<file path="config.mk">
export PLATFORM = sky130hd
export DESIGN_NAME = bus_mux_driver
export DESIGN_NICKNAME = d
export VERILOG_FILES = /design/src/rtl/bus_mux_driver.sv
export SDC_FILE = /design/constraint.sdc
export NUM_CORES = 1
export LEC_CHECK = 0
export BUFFER_PORTS_ARGS = -buffer_cell sky130_fd_sc_hd__clkbuf_2
export CAP_MARGIN = 5
export CELL_PAD_IN_SITES_DETAIL_PLACEMENT = 1
export CELL_PAD_IN_SITES_GLOBAL_PLACEMENT = 1
export CORE_AREA = 2 2 333 335
export DETAILED_ROUTE_END_ITERATION = 12
export DIE_AREA = 0 0 335 337
export PLACE_DENSITY_LB_ADDON = 0.08
export REMOVE_ABC_BUFFERS = 1
export SYNTH_ARGS = -nofsm -noshare
export SYNTH_HDL_FRONTEND = slang
export SYNTH_SLANG_ARGS = --single-unit
</file>
<file path="constraint.sdc">
create_clock -name clock -period 3.32 [get_ports clock]
set_input_delay 0.498 -clock clock [delete_from_list [all_inputs] [get_ports clock]]
set_output_delay 0.498 -clock clock [all_outputs]
set_load 0.02 [all_outputs]
</file>
<file path="src/rtl/bus_mux_driver.sv">
// rtl/bus_mux_driver.sv - registered shared-bus source mux with contention logging
// Lowest set strobe wins; any multi-strobe cycle is flagged, latched and counted.
module bus_mux_driver #(
  parameter int DATA_WIDTH  = 32,
  parameter int NUM_SOURCES = 24,
  parameter int IDX_W       = 5,
  parameter int CNT_W       = 8
) (
  input  logic                              clock,
  input  logic                              clear,
  input  logic [NUM_SOURCES*DATA_WIDTH-1:0] src_data,
  input  logic [NUM_SOURCES-1:0]            src_out,
  input  logic                              err_ack,
  output logic [DATA_WIDTH-1:0]             BusMuxOut,
  output logic                              bus_valid,
  output logic [IDX_W-1:0]                  src_index,
  output logic                              conflict,
  output logic                              conflict_sticky,
  output logic [CNT_W-1:0]                  conflict_count
);

  localparam logic [CNT_W-1:0] CNT_MAX = '1;

  logic                  anyHit;
  logic                  multiHit;
  logic [IDX_W-1:0]      selIdx;
  logic [DATA_WIDTH-1:0] selWord;

  // Ascending scan so the first strobe seen is the lowest index.
  always_comb begin
    anyHit   = 1'b0;
    multiHit = 1'b0;
    selIdx   = '0;
    selWord  = '0;
    for (int i = 0; i < NUM_SOURCES; i++) begin
      if (src_out[i]) begin
        if (anyHit) begin
          multiHit = 1'b1;
        end else begin
          anyHit  = 1'b1;
          selIdx  = IDX_W'(i);
          selWord = src_data[i*DATA_WIDTH +: DATA_WIDTH];
        end
      end
    end
  end

  always_ff @(posedge clock) begin
    if (clear) begin
      BusMuxOut       <= '0;
      bus_valid       <= 1'b0;
      src_index       <= '0;
      conflict        <= 1'b0;
      conflict_sticky <= 1'b0;
      conflict_count  <= '0;
    end else begin
      bus_valid <= anyHit;
      conflict  <= multiHit;
      if (anyHit) begin
        BusMuxOut <= selWord;
        src_index <= selIdx;
      end
      // A conflict on the acknowledge edge restarts the log at one event.
      if (multiHit) begin
        conflict_sticky <= 1'b1;
        if (err_ack)
          conflict_count <= CNT_W'(1);
        else if (conflict_count != CNT_MAX)
          conflict_count <= conflict_count + 1'b1;
      end else if (err_ack) begin
        conflict_sticky <= 1'b0;
        conflict_count  <= '0;
      end
    end
  end

endmodule
</file>
Word level (Yosys, flattened, before mapping). Cells that the tools add are included.

Register bits: 48. Input port bits: 795. Output and inout port bits: 48.

Add/subtract/negate cells: 1. Equal/unequal tests: 1. Reduce and logical (&&, ||, !) cells: 3. Mux-type cells: 169.

Operators with widths (number): $mux W32 (47); $mux W5 (44); $mux W1 (74); $mux W8 (4); $add A8 B1 Y8 const B (1); $ne A8 B8 Y1 const B (1); $reduce_bool A2 Y1 (2); $reduce_and A2 Y1 (1).

Depth between registers and ports, before layout.
Depth in word-level cells: 49. Depth in mapped cells: 14.

Worst setup path before layout. No wires, ideal clock.

Path type: input-to-reg. Start: input src_out[0]. End: register BusMuxOut[7]. Stages on the path: 13. Setup slack: 498 ps. Library setup time: 117 ps. Data arrival time: 2705 ps. Cells stage by stage: buf_6 or4_1 buf_4 buf_6 nor4_4 buf_4 nand2_1 o21ai_0 a21oi_1 a2111oi_0 nor3_1 nor3_1 nor2_1.

Longest elaborated chain between the ends: 47.

RTL lines: from (decl) (line 12) `input logic [NUM_SOURCES-1:0] src_out,`; $mux W32 / $mux W1 (equally long branches) (line 36) `if (src_out[i]) begin`; $mux W32 (line 37) `if (anyHit) begin`; $mux W32 (line 36); $mux W32 (line 37); $mux W32 (line 36); $mux W32 (line 37); $mux W32 (line 36); $mux W32 (line 37); [... 31 more ...]; $mux W32 (line 37); $mux W32 (line 36); $mux W32 (line 37); $mux W32 (line 36); $mux W32 (line 37); $mux W32 (line 36); $mux W32 (line 37); $mux W32 (line 36); to (signal assigned) (line 60) `BusMuxOut <= selWord;`; to (decl) (line 14) `output logic [DATA_WIDTH-1:0] BusMuxOut,`.

Several ways; a longest one is shown, not always the timed one. A chain may end at the register's enable or synchronous reset.

Final worst setup path.
Start: input src_out[2]. End: register BusMuxOut[31].

Longest elaborated chain between the ends: 43.

RTL lines (line): $mux W32 / $mux W1 (equally long branches) (36); $mux W32 (37); $mux W32 (36); $mux W32 (37); $mux W32 (36); $mux W32 (37); $mux W32 (36); $mux W32 (37); [... 27 more ...]; $mux W32 (37); $mux W32 (36); $mux W32 (37); $mux W32 (36); $mux W32 (37); $mux W32 (36); $mux W32 (37); $mux W32 (36).

Several ways; a longest one is shown, not always the timed one.

==> flow_summary.toml <==
[status]
status = "finished, final reports clean"

[logic_synthesis]
yosysMostFrequentCell = "a21oi_1"
synth.top_cell.area_share_pct = 10.2
ys_warn_count = 0
syn_avg_cell_area_um2 = 6.26
synth.area.top_cells = "a21oi_1, dfxtp_1, nor2_1, a221oi_1, nand2_1"
ys_seq_elements = 48
yosysTopAreaCell = "a21oi_1"
seq_area_frac_synth_pct = 9.68
synth-main-ff-cell = "dfxtp_1"
synth_cell_types = 80
synth_area_um2 = 9920
synthArstFlopShare_pct = 0
synth_edf_count = 0
synthCells = 1585
synthTopCellsByCount = "a21oi_1, nor2_1, nand2_1, clkbuf_1, o21ai_0"

[clock_network]
cts_root_buf = "clkbuf_16"
cts_max_level = 2
clock-sinks = 48
cts_inserted_buffers = 5
cts_buffer_depth = 2
clk_pin_slew_ns = 0.09
post_cts_buffers = 0
cts_tree = "yes"
clk_latency_ns = 0.33

[sta]
period_needed_ns = 3.25
slew_viol_final = 0
rsz0062_at_grt = "false"
final_hold_viol_count = 0
fin_crit_sh_pct = 97.9
setup_viol = 0
tightest_slew_ns = 0.727
fin_worst_skew_ns = 0.00196
hold_ws_ns = 0.460
max_freq_mhz = 308
maxSlewHeadroom_pct = 51.5

[route]
dr.pass1.iters = 5
wl_per_cell_um = 30.1
drt-initial-drc-count = 983
drc = 0
routed_via_density = 4.40
vias = 17600
antenna_left = 0
drt_wl_total_mm = 120

[cells_and_area]
nNetsFinal = 3352
area_delta_synth_final_pct = 83.2
final_core_util_pct = 16.6
drive_above_1_share_pct = 46.9

[placement]
port_buffers = 842
hpwl_mm = 106
gp_congestion = 0.835

[power_and_ir_drop]
swShare_pct = 44.1
power_frac_clock_pct = 21.8
pwr_density_cell_nw_per_um2 = 174
switchingPower_uw = 1390
pwr-share-comb_pct = 57.8
intPower_uw = 1760
power.leakage_uw = 0.00833
pwr-share-seq_pct = 20.4
p_total_uw = 3150
peakVddDrop_mv = 0.173

[critical_path]
startpoint = "src_out[2]"
crit_path_start_kind = "input port"
r2r_start = "conflict_count[1]$_SDFFE_PP0P_"
path_cells = "clkbuf_2 > buf_12 > or4_2 > nor2_2 > buf_4 > nand2_1 > buf_12 > a221o_1 > o2111ai_1 > buf_4 > nand3_1 > nand2_1 > a31oi_1 > o21a_1"
crit_path_top_delay_cell = "or4_2"
critPathRequiredTime_ns = 3.54
ff2ff_path_depth = 6
ff2ff_setup_slack_ns = 1.60
worstPathMaxFanout = 17
arrival_ns = 3.47
crit_type = "in2reg"
cp-end-kind = "flip-flop"
worstSetupEndpoint = "BusMuxOut[31]$_SDFFE_PP0P_"
r2r-end = "conflict_count[0]$_SDFFE_PP0P_"
slowest_delay_ns = 0.65

[global_routing]
gr-total-overflow = 0
grt_max_degree = 53
grtUsageTotal_pct = 20.3
first_global_vias = 19200
antenna_found_initial = 48
grt_pass1_wl_mm = 159

[die]
dieArea_um2 = 113000
fp.dieH_um = 337
io_pins = 843
start_util_pct = 9.05
core-area_um2 = 110000
die_x_um = 335
std_cell_rows = 122

[job]
cap_violations = 0

[min_path]
hold_path.class = "in2reg"
==> power groups by stage <==
stage          sequential, uW  combinational (uW)  clock [uW]
3_5_place_dp              658                1840           0
2_1_floorplan             692                 460           0
4_1_cts                   644                1850         731
6_report                  643                1820         689
3_3_place_gp              658                1840           0
5_1_grt                   649                1970         736
==> critical path, delay by kind of cell <==
kind / cells / cell delay (ns)
simple gates: 5 / 1.28
compound gates: 4 / 0.85
buf+inv: 5 / 0.83
==> state kept, by name, indices dropped and copies added (netlist names) <==
register	cells
BusMuxOut	32
src_index	5
conflict_sticky	1
conflict	1
conflict_count	8
bus_valid	1
==> through the flow <==
stage / TNS (ns) / setup slack (ns) / area, um^2 / std cells
floorplan: -25.88 / -0.798 / 9240 / 1421
global placement: -9.10 / -0.478 / 17900 / 3975
detailed placement: -11.24 / -0.538 / 17900 / 3975
CTS: -0.00605 / -0.00605 / 18100 / 3983
global route: 0 / 0.00377 / 18200 / 3988
finish: 0 / 0.0691 / 18200 / 3994
==> layout by cell type, fill, tap and decap left out, types with 29 or more instances in the layout <==
master / Yosys / routed
o221ai_1: 38 / 38
nor3_1: 47 / 44
buf_12: 0 / 34
nand2_1: 155 / 153
clkbuf_2: 0 / 841
nand2b_1: 34 / 34
a221oi_1: 72 / 71
a21oi_1: 203 / 202
o21ai_0: 101 / 100
nand3_1: 45 / 42
dfxtp_1: 48 / 48
a221o_1: 29 / 29
o22ai_1: 73 / 73
nor2_1: 187 / 183
buf_4: 7 / 250
==> logic make-up (layout without fill, tap and decap cells) <==
family	count (synthesis)	after routing	synth area share [%]
adders and majority gates	3	3	0.328
buffers and inverters	188	1160	7.78
and+or+nand+nor	594	594	29.7
muxes	26	26	2.64
DFF	48	48	9.68
xor gates and xnor gates	4	4	0.353
AOI/OAI and AO/OA	722	722	49.6
other	0	11	0
==> per-layer routing <==
metal	global-route usage [%]	vias up	share of wire, %
li1	-	8155	-
met1	24.1	8496	41
met2	36.2	761	49
met3	5.60	123	7.7
met4	4.39	40	1.9
met5	0	-	0.20
==> layout make-up <==
type | count | area, um^2
Multi-Input combinational cell | 1349 | 8340
Timing Repair Buffer | 1128 | 6800
Fill cell | 13600 | 91400
Clock buffer | 5 | 125
Clock inverter | 3 | 46.3
Sequential cell | 48 | 961
Tap cell | 1426 | 1780
Antenna cell | 11 | 27.5
Inverter | 24 | 90.1
==> how the worst min path moves through the flow <==
stage	slack, ns	end	depth (start not counted)	start
global route	0.47	BusMuxOut[5]$_SDFFE_PP0P_	3	src_data[549]
global placement	0.46	BusMuxOut[10]$_SDFFE_PP0P_	2	BusMuxOut[10]$_SDFFE_PP0P_
floorplan	0.53	BusMuxOut[1]$_SDFFE_PP0P_	2	BusMuxOut[1]$_SDFFE_PP0P_
finish	0.46	BusMuxOut[5]$_SDFFE_PP0P_	3	src_data[581]
detailed placement	0.46	BusMuxOut[13]$_SDFFE_PP0P_	2	BusMuxOut[13]$_SDFFE_PP0P_
CTS	0.43	BusMuxOut[5]$_SDFFE_PP0P_	3	src_data[581]
==> timing repair <==
item / 4_1_cts / 5_1_grt
cloned: 0 / 0
hold endpoints to repair: 0 / 0
hold buffers: 0 / 0
gates resized for setup: 5 / 13
pin swaps: 2 / 3
endpoints found under the setup margin: 13 / 12
(Power assumes the default switching activity.)
